--- src/rtl/lsu_pkg.sv ---
// Shared constants for the load/store unit: size codes, fault encodings, FSM states.
package lsu_pkg;

   localparam logic [2:0] MEM_B  = 3'b001;
   localparam logic [2:0] MEM_H  = 3'b010;
   localparam logic [2:0] MEM_W  = 3'b011;
   localparam logic [2:0] MEM_BU = 3'b101;
   localparam logic [2:0] MEM_HU = 3'b110;

   localparam logic [1:0] FAULT_OK      = 2'b00;
   localparam logic [1:0] FAULT_MISALGN = 2'b01;
   localparam logic [1:0] FAULT_TIMEOUT = 2'b10;
   localparam logic [1:0] FAULT_ILLEGAL = 2'b11;

   typedef logic [1:0] lsu_state_t;
   localparam lsu_state_t ST_IDLE   = 2'd0;
   localparam lsu_state_t ST_ACCESS = 2'd1;
   localparam lsu_state_t ST_DONE   = 2'd2;

endpackage

--- src/rtl/lsu_if.sv ---
// Data-memory port: the LSU drives the request side, memory returns data and ack.
interface lsu_if;
   logic        req;
   logic        we;
   logic [31:0] addr;
   logic [3:0]  wstrb;
   logic [31:0] wdata;
   logic [31:0] rdata;
   logic        ack;

   modport master (output req, we, addr, wstrb, wdata, input rdata, ack);
   modport slave  (input req, we, addr, wstrb, wdata, output rdata, ack);
endinterface

--- src/rtl/lsu_align.sv ---
// Byte-lane steering: store strobes/replication, load lane select and extension,
// plus size-code legality and alignment checks.
module lsu_align
   import lsu_pkg::*;
(
   input  logic [2:0]  mem,
   input  logic [1:0]  alo,
   input  logic [31:0] store_data,
   input  logic [31:0] rdata,
   output logic [3:0]  wstrb,
   output logic [31:0] wdata,
   output logic [31:0] load_ext,
   output logic        misaligned,
   output logic        illegal
);

   logic [7:0]  lane_b;
   logic [15:0] lane_h;
   logic        sext;

   assign lane_b = rdata[{alo, 3'b000} +: 8];
   assign lane_h = alo[1] ? rdata[31:16] : rdata[15:0];
   // bit 2 of the size code marks the unsigned variants
   assign sext   = ~mem[2];

   always_comb begin
      illegal = 1'b1;
      case (mem)
         MEM_B, MEM_H, MEM_W, MEM_BU, MEM_HU: illegal = 1'b0;
         default:                             illegal = 1'b1;
      endcase
   end

   assign misaligned = ~illegal &
                       (((mem[1:0] == 2'b10) & alo[0]) |
                        ((mem[1:0] == 2'b11) & (alo != 2'b00)));

   always_comb begin
      wstrb    = 4'b0000;
      wdata    = store_data;
      load_ext = rdata;
      case (mem[1:0])
         2'b01: begin
            wstrb    = 4'b0001 << alo;
            wdata    = {4{store_data[7:0]}};
            load_ext = {{24{sext & lane_b[7]}}, lane_b};
         end
         2'b10: begin
            wstrb    = 4'b0011 << alo;
            wdata    = {2{store_data[15:0]}};
            load_ext = {{16{sext & lane_h[15]}}, lane_h};
         end
         2'b11: wstrb = 4'b1111;
         default: wstrb = 4'b0000;
      endcase
   end

endmodule

--- src/rtl/load_store_unit.sv ---
// Data-memory access stage: one request/ack transaction per start, with
// alignment faults, illegal-code faults and an ack timeout.
module load_store_unit
   import lsu_pkg::*;
#(
   parameter int TIMEOUT = 16
) (
   input  logic        clk,
   input  logic        rst_n,
   input  logic        start,
   input  logic        is_store,
   input  logic [2:0]  mem,
   input  logic [31:0] addr,
   input  logic [31:0] store_data,
   output logic        busy,
   output logic        done,
   output logic [1:0]  fault,
   output logic [31:0] load_data,
   lsu_if.master       dmem
);

   localparam int CW = (TIMEOUT > 1) ? $clog2(TIMEOUT) : 1;
   localparam logic [CW-1:0] CNT_LAST = CW'(TIMEOUT - 1);

   lsu_state_t  state;
   logic [CW-1:0] cnt;
   logic        is_store_q;
   logic [2:0]  mem_q;
   logic [1:0]  alo_q;
   logic        req_q, we_q;
   logic [31:0] daddr_q, wdata_q;
   logic [3:0]  wstrb_q;

   logic        idle;
   logic [2:0]  al_mem;
   logic [1:0]  al_alo;
   logic [3:0]  al_wstrb;
   logic [31:0] al_wdata, al_load;
   logic        al_misal, al_illegal;

   // In IDLE the aligner checks the incoming request; afterwards it decodes
   // the registered request against the returning read data.
   assign idle   = (state == ST_IDLE);
   assign al_mem = idle ? mem : mem_q;
   assign al_alo = idle ? addr[1:0] : alo_q;

   lsu_align u_align (
      .mem        (al_mem),
      .alo        (al_alo),
      .store_data (store_data),
      .rdata      (dmem.rdata),
      .wstrb      (al_wstrb),
      .wdata      (al_wdata),
      .load_ext   (al_load),
      .misaligned (al_misal),
      .illegal    (al_illegal)
   );

   always_ff @(posedge clk or negedge rst_n) begin
      if (!rst_n) begin
         state      <= ST_IDLE;
         cnt        <= '0;
         is_store_q <= 1'b0;
         mem_q      <= 3'b000;
         alo_q      <= 2'b00;
         busy       <= 1'b0;
         done       <= 1'b0;
         fault      <= FAULT_OK;
         load_data  <= '0;
         req_q      <= 1'b0;
         we_q       <= 1'b0;
         daddr_q    <= '0;
         wstrb_q    <= '0;
         wdata_q    <= '0;
      end else begin
         done <= 1'b0;
         case (state)
            ST_IDLE: if (start) begin
               is_store_q <= is_store;
               mem_q      <= mem;
               alo_q      <= addr[1:0];
               cnt        <= '0;
               busy       <= 1'b1;
               if (al_illegal || al_misal) begin
                  state <= ST_DONE;
                  done  <= 1'b1;
                  fault <= al_illegal ? FAULT_ILLEGAL : FAULT_MISALGN;
               end else begin
                  state   <= ST_ACCESS;
                  req_q   <= 1'b1;
                  we_q    <= is_store;
                  daddr_q <= {addr[31:2], 2'b00};
                  wstrb_q <= is_store ? al_wstrb : 4'b0000;
                  wdata_q <= al_wdata;
               end
            end
            ST_ACCESS: begin
               // ack takes priority over an expiring counter in the same cycle
               if (dmem.ack || cnt == CNT_LAST) begin
                  state   <= ST_DONE;
                  done    <= 1'b1;
                  fault   <= dmem.ack ? FAULT_OK : FAULT_TIMEOUT;
                  req_q   <= 1'b0;
                  we_q    <= 1'b0;
                  wstrb_q <= 4'b0000;
                  if (dmem.ack && !is_store_q) load_data <= al_load;
               end else begin
                  cnt <= cnt + 1'b1;
               end
            end
            ST_DONE: begin
               state <= ST_IDLE;
               busy  <= 1'b0;
            end
            default: state <= ST_IDLE;
         endcase
      end
   end

   assign dmem.req   = req_q;
   assign dmem.we    = we_q;
   assign dmem.addr  = daddr_q;
   assign dmem.wstrb = wstrb_q;
   assign dmem.wdata = wdata_q;

endmodule

--- src/flat_wrapper.sv ---
// flat-port wrapper written by rule: the top's interface ports become plain ports
module load_store_unit_flat import lsu_pkg::*;
#(
   parameter int TIMEOUT = 16
)
  (clk, rst_n, start, is_store, mem, addr, store_data, busy, done, fault, load_data, dmem_req, dmem_we, dmem_addr, dmem_wstrb, dmem_wdata, dmem_rdata, dmem_ack);
  lsu_if dmem_i ();
  input  logic clk;
  input  logic rst_n;
  input  logic start;
  input  logic is_store;
  input  logic [2:0] mem;
  input  logic [31:0] addr;
  input  logic [31:0] store_data;
  output logic busy;
  output logic done;
  output logic [1:0] fault;
  output logic [31:0] load_data;
  output wire logic [$bits(dmem_i.req)-1:0] dmem_req;
  output wire logic [$bits(dmem_i.we)-1:0] dmem_we;
  output wire logic [$bits(dmem_i.addr)-1:0] dmem_addr;
  output wire logic [$bits(dmem_i.wstrb)-1:0] dmem_wstrb;
  output wire logic [$bits(dmem_i.wdata)-1:0] dmem_wdata;
  input wire logic [$bits(dmem_i.rdata)-1:0] dmem_rdata;
  input wire logic [$bits(dmem_i.ack)-1:0] dmem_ack;
  assign dmem_req = dmem_i.req;
  assign dmem_we = dmem_i.we;
  assign dmem_addr = dmem_i.addr;
  assign dmem_wstrb = dmem_i.wstrb;
  assign dmem_wdata = dmem_i.wdata;
  assign dmem_i.rdata = dmem_rdata;
  assign dmem_i.ack = dmem_ack;
  load_store_unit #(.TIMEOUT(TIMEOUT)) u_core (.clk(clk), .rst_n(rst_n), .start(start), .is_store(is_store), .mem(mem), .addr(addr), .store_data(store_data), .busy(busy), .done(done), .fault(fault), .load_data(load_data), .dmem(dmem_i));
endmodule
--- config.mk ---
export PLATFORM = sky130hd
export DESIGN_NAME = load_store_unit_flat
export DESIGN_NICKNAME = d
export VERILOG_FILES = /design/src/rtl/lsu_pkg.sv /design/src/rtl/lsu_if.sv /design/src/rtl/lsu_align.sv /design/src/rtl/load_store_unit.sv /design/src/flat_wrapper.sv
export SDC_FILE = /design/constraint.sdc
export NUM_CORES = 1
export LEC_CHECK = 0
export BUFFER_PORTS_ARGS = -buffer_cell sky130_fd_sc_hd__buf_2
export CAP_MARGIN = 20
export CELL_PAD_IN_SITES_DETAIL_PLACEMENT = 1
export CELL_PAD_IN_SITES_GLOBAL_PLACEMENT = 1
export CORE_UTILIZATION = 38
export DETAILED_ROUTE_END_ITERATION = 6
export PLACE_DENSITY_LB_ADDON = 0.1
export SYNTH_ARGS = -nofsm -noshare
export SYNTH_HDL_FRONTEND = slang
export SYNTH_SLANG_ARGS = --single-unit
--- constraint.sdc ---
create_clock -name clk -period 4 [get_ports clk]
set_input_delay 0.8 -clock clk [delete_from_list [all_inputs] [get_ports clk]]
set_output_delay 0.8 -clock clk [all_outputs]
set_load 0.03 [all_outputs]
==> flow_metrics.env <==
export IMPL_grt_use_total=0.2388
export IMPL_required_ps=4300
export IMPL_first_pass_iters=7
export IMPL_yosys_warnings=0
export IMPL_syn_instance_count=554
export IMPL_crit_type="flop to flop"
export IMPL_hp_class="input port to async pin"
export IMPL_register_area_sq_mm=0.002903
export IMPL_synth_area_leaders="dfrtp_1, mux2_4, o21ai_0"
export IMPL_post_cts_buffers=0
export IMPL_cts_resized=0
export IMPL_vias_per_cell=5.360
export IMPL_clock_root_buffer="clkbuf_16"
export IMPL_cts_tree="yes"
export IMPL_leakage_nw=4.003
export IMPL_synth_top_cell_by_area="dfrtp_1"
export IMPL_clk_latency_ps=420
export IMPL_cap_viol_max_count=0
export IMPL_grt_max_degree=64
export IMPL_synthDistinctLibCells=53
export IMPL_cts_htree_levels=4
export IMPL_timing_hold_ws_ps=419.3
export IMPL_post_synth_cell_area_avg_sq_um=10.71
export IMPL_die_h_um=127.0
export IMPL_layout_min_cycle_time_ps=3340
export IMPL_drive_above_1_share=0.4034
export IMPL_slew_headroom=0.3589
export IMPL_n_antenna_cell=0
export IMPL_multi_input_area_sq_mm=0.002744
export IMPL_fin_tns_setup_ps=0
export IMPL_most_common_layout_cells="buf_2, dfrtp_1, nand2_1"
export IMPL_dp_hpwl_um=13340
export IMPL_clockBufferDepth=2
export IMPL_globalRouteOverflowTotal=0
export IMPL_synthArstFlopShare=1.000
export IMPL_clock_sinks=116
export IMPL_worstMarginPinSlew_ps=951.5
export IMPL_endpoint_kind="flop"
export IMPL_finalHoldViolCount=0
export IMPL_routed_wl_um=18290
export IMPL_period_share=0.8351
export IMPL_port_buffer_count=207
export IMPL_power_density_mw_per_mm2=1028
export IMPL_nFillCells=1732
export IMPL_power_frac_seq=0.267
export IMPL_drc=0
export IMPL_gp_congestion=0.8151
export IMPL_synth_edf_count=0
export IMPL_yosysSeqAreaShare=0.4891
export IMPL_synth_seq_cells=116
export IMPL_die_w_um=127.0
export IMPL_netSwitchingPower_mw=3.633
export IMPL_area_growth_pct=30.07
export IMPL_start_kind="flop"
export IMPL_ys_flop_type="dfrtp_1"
export IMPL_layout_nets=869
export IMPL_rows=45
export IMPL_p_int_mw=4.303
export IMPL_numCtsBuffers=17
export IMPL_grt_pass1_vias=5436
export IMPL_start_util=0.3904
export IMPL_grt_first_pass_wirelength_um=29360
export IMPL_drv_slew=0
export IMPL_coreArea_sq_mm=0.01520
export IMPL_fin_util=0.5077
export IMPL_drtIter0Drc=318
export IMPL_cts_hold_buffers_added=0
export IMPL_critPathArrivalTime_ps=3640
export IMPL_setup_viol=0
export IMPL_netlist_area_sq_mm=0.005934
export IMPL_ir_worst_vdd_uv=364.2
export IMPL_mostFrequentLayoutCell="buf_2"
export IMPL_power_frac_clock=0.187
export IMPL_max_freq_mhz=299.4
export IMPL_drtAntennaViolNets=0
export IMPL_antenna_found_initial=1
export IMPL_synth_top_area_share=0.4891
export IMPL_cp_max_fo=63
export IMPL_vias=5140
export IMPL_ios=210
export IMPL_clock_skew_ps=8.455
export IMPL_rsz0062_at_grt="false"
export IMPL_fp_dieArea_sq_mm=0.01612
export IMPL_pwr_share_comb=0.546
export IMPL_wl_per_cell_um=19.07
export IMPL_clkTransAtPathRegs_ps=60
export IMPL_status="complete, no violations"
export IMPL_netSwitchingFraction=0.4578
[power by group through the flow]
stage	clock (mW)	combinational, mW	sequential (mW)
after floorplan	0	2.11	3.12
after global placement	0	4.26	2.09
after detailed placement	0	4.35	2.14
after CTS	1.52	4.37	2.12
after global routing	1.56	4.68	2.20
final	1.49	4.33	2.12
[cell families (layout without fill, tap and decap cells)]
logic type                 after synthesis  in the layout  share of synthesized area
buffers and inverters                   64            280                    0.05039
and+or+nand+nor                        151            151                     0.1244
other                                    1              2                  0.0006319
DFF                                    116            116                     0.4891
AOI/OAI and AO/OA                      140            140                     0.1548
xor gates and xnor gates                 2              2                   0.002952
adders and majority gates                6              6                    0.01265
muxes                                   74             74                     0.1651
[registers in the layout, indices dropped and copies added (netlist names)]
name / cells
u_core.load_data: 32
u_core.busy: 1
u_core.dmem.req: 1
u_core.done: 1
u_core.dmem.wdata: 32
u_core.state: 2
u_core.mem_q: 3
u_core.dmem.addr: 30
u_core.alo_q: 2
u_core.dmem.wstrb: 4
u_core.is_store_q: 1
u_core.dmem.we: 1
u_core.fault: 2
u_core.cnt: 4
[Yosys cell counts (5+ instances only)]
cell and instances:
a31oi_1 17, inv_1 31, a22oi_1 13, nand3_1 8, nor2_1 32, dfrtp_1 116, ha_1 6, o211ai_1 6
o21ai_0 53, mux2_4 43, a21oi_1 18, mux2i_1 21, o32a_1 5, nand2_1 56, buf_6 5, nand2b_1 17
nor3b_1 9, and3_1 10, mux2_2 9, buf_2 11, clkbuf_1 15
[path summary, 6_finish.rpt]
path	start	endpoint	slack (ps)	cells past startpoint
max in group asynchronous	rst_n	u_core.dmem.addr[17]	2740	2
hold / removal	rst_n	u_core.dmem.addr[18]	420	1
hold reg to reg	u_core.dmem.wstrb[3]	u_core.dmem.wstrb[3]	490	1
min in group clk	u_core.dmem.wstrb[3]	u_core.dmem.wstrb[3]	490	1
setup reg to reg	u_core.state[0]	u_core.dmem.addr[16]	660	10
setup / recovery	u_core.state[0]	u_core.dmem.addr[16]	660	10
[through the flow]
step | setup WS, ps | area [sq um] | instances | power (mW)
finish | 659.7 | 7719 | 959 | 7.936
global route | 451.8 | 7719 | 959 | 8.433
CTS | 651.8 | 7719 | 959 | 8.019
detailed placement | 678.1 | 7144 | 928 | 6.483
global placement | 813.9 | 7144 | 928 | 6.352
floorplan | 1126 | 5938 | 555 | 5.230
[metal layers]
metal,track usage,vias to the layer above,wire (um)
met4,0.1127,0,507
met3,0.04766,33,1002
met2,0.3794,194,8545
met5,0,-,0
li1,-,2373,-
met1,0.3135,2540,8231
[layout make-up]
class | instances | area share
Timing Repair Buffer | 218 | 0.1485
Sequential cell | 116 | 0.3761
Clock buffer | 18 | 0.05690
Tap cell | 188 | 0.03048
Clock inverter | 13 | 0.01751
Inverter | 31 | 0.01508
Multi-Input combinational cell | 375 | 0.3555
[worst max-delay path: stages, from the launching register on]
cell,delay (ps)
dfrtp_1,550
nor2_1,440
mux2_2,420
inv_1,120
ha_1,200
buf_4,230
o21ai_2,100
a32oi_4,400
nand2_4,90
buf_12,260
mux2_4,360
Power figures use the tool's default switching activity.
